`src/rtl/ped_crossing_ctrl.sv`:
```
`default_nettype none
// ============================================================================
// Module      : ped_crossing_ctrl
// Description : Pedestrian WALK / flashing DONT_WALK sequencer gated by the
//               vehicle RED interval of the upstream traffic light FSM.
// Revision    : 1.0 - initial release
// ============================================================================
module ped_crossing_ctrl #(
    parameter int WALK_TICKS  = 4,
    parameter int FLASH_TICKS = 3
) (
    input  logic       clk,
    input  logic       reset,
    input  logic [2:0] light,
    input  logic       tick,
    input  logic       ped_btn,
    output logic       walk,
    output logic       dont_walk,
    output logic [3:0] countdown,
    output logic       req_pending,
    output logic       req_ack,
    output logic       abort,
    output logic       fault
);

    localparam logic [1:0] c_ST_IDLE  = 2'd0;
    localparam logic [1:0] c_ST_WALK  = 2'd1;
    localparam logic [1:0] c_ST_FLASH = 2'd2;

    localparam logic [2:0] c_RED    = 3'b100;
    localparam logic [2:0] c_GREEN  = 3'b001;
    localparam logic [2:0] c_YELLOW = 3'b010;

    localparam logic [3:0] c_WALK_LOAD  = 4'(WALK_TICKS);
    localparam logic [3:0] c_FLASH_LOAD = 4'(FLASH_TICKS);

    logic       r_s1, r_s2, r_s3;
    logic [2:0] r_light_q;
    logic [1:0] r_state;
    logic [3:0] r_cnt;
    logic       r_flash_ph;
    logic       r_req_pending;
    logic       r_req_ack;
    logic       r_abort;
    logic       r_fault;
    logic       r_walk;
    logic       r_dont_walk;

    logic       w_press;
    logic       w_is_red;
    logic       w_illegal;
    logic       w_red_entry;
    logic [1:0] w_state_nxt;
    logic [3:0] w_cnt_nxt;
    logic       w_ph_nxt;
    logic       w_ack_nxt;
    logic       w_abort_nxt;
    logic       w_walk_nxt;
    logic       w_dont_walk_nxt;

    assign w_press     = r_s2 & ~r_s3;
    assign w_is_red    = (light == c_RED);
    assign w_illegal   = (light != c_RED) && (light != c_GREEN) && (light != c_YELLOW);
    assign w_red_entry = w_is_red && (r_light_q != c_RED) && !w_illegal;

    // Leaving RED (including any illegal code) preempts tick-driven countdown.
    always_comb begin
        w_state_nxt = r_state;
        w_cnt_nxt   = r_cnt;
        w_ph_nxt    = r_flash_ph;
        w_ack_nxt   = 1'b0;
        w_abort_nxt = 1'b0;
        case (r_state)
            c_ST_IDLE: begin
                if (w_red_entry && r_req_pending) begin
                    w_state_nxt = c_ST_WALK;
                    w_cnt_nxt   = c_WALK_LOAD;
                    w_ack_nxt   = 1'b1;
                end
            end
            c_ST_WALK: begin
                if (!w_is_red) begin
                    w_state_nxt = c_ST_IDLE;
                    w_cnt_nxt   = 4'd0;
                    w_ph_nxt    = 1'b0;
                    w_abort_nxt = 1'b1;
                end else if (tick) begin
                    if (r_cnt == 4'd1) begin
                        w_state_nxt = c_ST_FLASH;
                        w_cnt_nxt   = c_FLASH_LOAD;
                        w_ph_nxt    = 1'b1;
                    end else begin
                        w_cnt_nxt = r_cnt - 4'd1;
                    end
                end
            end
            c_ST_FLASH: begin
                if (!w_is_red) begin
                    w_state_nxt = c_ST_IDLE;
                    w_cnt_nxt   = 4'd0;
                    w_ph_nxt    = 1'b0;
                    w_abort_nxt = 1'b1;
                end else if (tick) begin
                    if (r_cnt == 4'd1) begin
                        w_state_nxt = c_ST_IDLE;
                        w_cnt_nxt   = 4'd0;
                        w_ph_nxt    = 1'b0;
                    end else begin
                        w_cnt_nxt = r_cnt - 4'd1;
                        w_ph_nxt  = ~r_flash_ph;
                    end
                end
            end
            default: begin
                w_state_nxt = c_ST_IDLE;
                w_cnt_nxt   = 4'd0;
                w_ph_nxt    = 1'b0;
            end
        endcase

        w_walk_nxt      = (w_state_nxt == c_ST_WALK);
        w_dont_walk_nxt = (w_state_nxt == c_ST_IDLE) ||
                          ((w_state_nxt == c_ST_FLASH) && w_ph_nxt);
    end

    always_ff @(posedge clk or posedge reset) begin
        if (reset) begin
            r_s1          <= 1'b0;
            r_s2          <= 1'b0;
            r_s3          <= 1'b0;
            r_light_q     <= 3'b000;
            r_state       <= c_ST_IDLE;
            r_cnt         <= 4'd0;
            r_flash_ph    <= 1'b0;
            r_req_pending <= 1'b0;
            r_req_ack     <= 1'b0;
            r_abort       <= 1'b0;
            r_fault       <= 1'b0;
            r_walk        <= 1'b0;
            r_dont_walk   <= 1'b1;
        end else begin
            r_s1          <= ped_btn;
            r_s2          <= r_s1;
            r_s3          <= r_s2;
            r_light_q     <= light;
            r_state       <= w_state_nxt;
            r_cnt         <= w_cnt_nxt;
            r_flash_ph    <= w_ph_nxt;
            // A press landing on the grant edge stays pending.
            r_req_pending <= w_press | (r_req_pending & ~w_ack_nxt);
            r_req_ack     <= w_ack_nxt;
            r_abort       <= w_abort_nxt;
            r_fault       <= w_illegal;
            r_walk        <= w_walk_nxt;
            r_dont_walk   <= w_dont_walk_nxt;
        end
    end

    assign walk        = r_walk;
    assign dont_walk   = r_dont_walk;
    assign countdown   = r_cnt;
    assign req_pending = r_req_pending;
    assign req_ack     = r_req_ack;
    assign abort       = r_abort;
    assign fault       = r_fault;

endmodule
`default_nettype wire
```
`config.mk`:
```
export PLATFORM = sky130hd
export DESIGN_NAME = ped_crossing_ctrl
export DESIGN_NICKNAME = d
export VERILOG_FILES = /design/src/rtl/ped_crossing_ctrl.sv
export SDC_FILE = /design/constraint.sdc
export NUM_CORES = 1
export LEC_CHECK = 0
export ABC_AREA = 1
export CORE_UTILIZATION = 53
export CTS_BUF_LIST = sky130_fd_sc_hd__clkbuf_2
export DETAILED_ROUTE_END_ITERATION = 12
export HOLD_SLACK_MARGIN = 0.02
export PLACE_DENSITY = 0.8
export REMOVE_ABC_BUFFERS = 1
export SYNTH_ARGS = -nofsm -noshare
export SYNTH_HDL_FRONTEND = slang
export SYNTH_SLANG_ARGS = --single-unit
```
`constraint.sdc`:
```
create_clock -name clk -period 1.64 [get_ports clk]
set_input_delay 0.41 -clock clk [delete_from_list [all_inputs] [get_ports clk]]
set_output_delay 0.41 -clock clk [all_outputs]
set_load 0.005 [all_outputs]
```
==> out/qor.yml <==
status:
  status: "finished clean"
clocking:
  cts_sinks: 19
  root_buffer: "clkbuf_2"
  cts_buffer_depth: 2
  cts_hold_buf: 0
  cts_buffers: 3
  clkSlewWorstSetupHoldPaths_ns: 0.18
  cts_tree: "done"
  clk_latency_ns: 0.31
  h-tree-depth: 1
route:
  routedWlPerCell_um: 11.7
  drtPass1Iterations: 4
  drc: 0
  num_vias: 788
  vias_per_cell: 4.89
  wl_met2_um: 1020
  drtIter0Drc: 25
  met1_length_um: 771
  final_antenna_net_count: 0
  routed-wl-met3_um: 52
  highest_layer: "met4"
  routed_wl_um: 1890
logic_synthesis:
  netlist_top_cells_area: "dfrtp_1 47%, nand2_1 9.9%, ha_1 7.9%"
  synth_area_um2: 952
  synth_top_area_share_pct: 47.3
  yosysWarnings: 0
  synth_top_area_cell: "dfrtp_1"
  synth_cells: 105
  synth-seq-cells: 19
  synth.avg_cell_area_um2: 9.07
  seq_area_frac_synth_pct: 50.1
  synth.distinct_cells: 20
setup_path:
  critPathBufInv: 1
  cp_top_family: "buffers and inverters"
  critPathLaunchType: "flip-flop"
  cp_cell_sequence: "clkdlybuf4s50_1"
  end_kind: "primary output"
  worst-path-stages: 1
  crit_fanout: 2
  critical_path.reg2reg.startpoint: "r_state[0]"
  rr_endpoint: "countdown[3]"
  reg2reg_depth: 8
  arrival_ns: 1.18
  slowest_delay_ns: 0.49
  path_class: "reg2out"
  r2r_slack_ns: 0.16
  crit_path_top_delay_cell: "clkdlybuf4s50_1"
  critPathRequiredTime_ns: 1.23
layout:
  drive_above_1_share_pct: 22.6
  most-common-layout-cells: "25 x nand2_1, 18 x dfrtp_1, 13 x inv_1"
  fin_util_pct: 79.1
  final_nets: 151
  syn_to_final_growth_pct: 32.5
  diodes: 0
  final_common_cell: "nand2_1"
pwr:
  power.density_mw_per_mm2: 1130
  power_mw: 1.43
  p_leak_nw: 0.670
  ir_drop_mv: 0.939
sta:
  worst_pin_slew_ns: 0.297
  layout_min_cycle_time_ns: 1.59
  setup_ws_ns: 0.0461
  setup_viol: 0
  fmax_mhz: 627
  hold_slack_ns: 0.379
  slew_viol_final: 0
  final.period_utilization_pct: 97.2
  fin_setup_tns_ns: 0
  skew_ns: 0.00177
  slew_headroom_pct: 80.2
  timing.final.hold_violations: 0
die:
  core_area_mm2: 0.00159
  row_count: 14
  initial_utilization_pct: 59.7
  die_area_mm2: 0.00197
  die_height_um: 44.4
  io_pins: 17
  fp.dieW_um: 44.4
worst_hold_path:
  hp-class: "in2async"
grt:
  grt_pass1_vias: 808
  antenna_found_initial: 0
  grt_first_pass_wirelength_um: 3250
  grt_max_degree: 20
  grt_use_total_pct: 23.1
  overflow: 0
placement:
  hpwlAfterDp_um: 1360
  gp_congestion: 0.830
  port_buffers: 16
  place_ws_ns: -0.138
job:
  cap_violations: 0
## cell families (layout without fill, tap and decap cells)
group	after synthesis	count (layout)	synth area share, %
flip-flops	19	19	50.1
buffers and inverters	16	48	6.31
AND/OR/NAND/NOR	52	52	27.5
adder cells (fa/ha/maj)	6	6	7.88
XOR/XNOR	2	2	1.84
AO/OA/AOI/OAI	10	10	6.44
## per-layer routing
layer  GRT usage [%]  vias to the layer above
li1                -                      390
met1            23.7                      368
met2            45.6                       24
met3            2.45                        6
met4            10.9                        0
met5               0                        -
## cells in the mapped netlist
cell type / count
ha_1: 6
nor2_1: 8
nand3_2: 2
nor3_1: 1
nor2_2: 2
dfrtp_1: 18
nand2_2: 3
o21ai_1: 5
o21ai_4: 1
a21oi_1: 2
nand3_1: 7
nand2_1: 25
nand4_1: 1
dfstp_2: 1
inv_1: 14
inv_2: 2
nor2_4: 2
xor2_1: 2
o21ai_0: 2
nand3_4: 1
## flip-flops by register name, indices dropped and copies added (netlist names)
| register | cells |
|---|---|
| abort | 1 |
| countdown | 4 |
| dont_walk | 1 |
| fault | 1 |
| r_flash_ph | 1 |
| r_light_q | 3 |
| r_s1 | 1 |
| r_s2 | 1 |
| r_s3 | 1 |
| r_state | 2 |
| req_ack | 1 |
| req_pending | 1 |
| walk | 1 |
## final cells by class
| class | instances | area (um^2) |
|---|---|---|
| fillers | 119 | 333 |
| well taps | 24 | 30.0 |
| flip-flops and latches | 19 | 477 |
| multi-input cells | 70 | 415 |
| clock buffers | 3 | 15.0 |
| inverters | 16 | 60.1 |
| clock inverters | 1 | 5.00 |
| repair buffers | 28 | 259 |
## repair_timing
| item | in CTS | in global routing |
|---|---|---|
| setup buffers | 5 | 0 |
| gates cloned | 0 | 0 |
| resized for setup | 1 | 5 |
| setup endpoints to repair | 6 | 6 |
| pin swaps | 0 | 2 |
## stage by stage
stage                     cells  instance area [um^2]
final                       161                  1260
after global routing        161                  1260
after floorplan             105                   952
after CTS                   161                  1250
after global placement      152                  1190
after detailed placement    152                  1190
## report_power, final
part,total [mW],switching (mW),internal [mW],leakage [nW]
logic,0.625,0.337,0.288,0.418
clock network,0.202,0.147,0.0552,0.0164
registers,0.599,0.0361,0.563,0.236
total,1.43,0.520,0.906,0.670
## worst max-delay path by stage
| stage | endpoint | startpoint | slack [ns] |
|---|---|---|---|
| after floorplan | countdown[2] | r_state[1] | 0.33 |
| after global placement | countdown[2] | light[0] | -0.07 |
| after detailed placement | countdown[3] | light[0] | -0.14 |
| after CTS | req_pending | req_pending | 0.03 |
| after global routing | countdown[2] | countdown[2] | -0.01 |
| final | countdown[2] | countdown[2] | 0.05 |
Power figures use the tool's default switching activity.
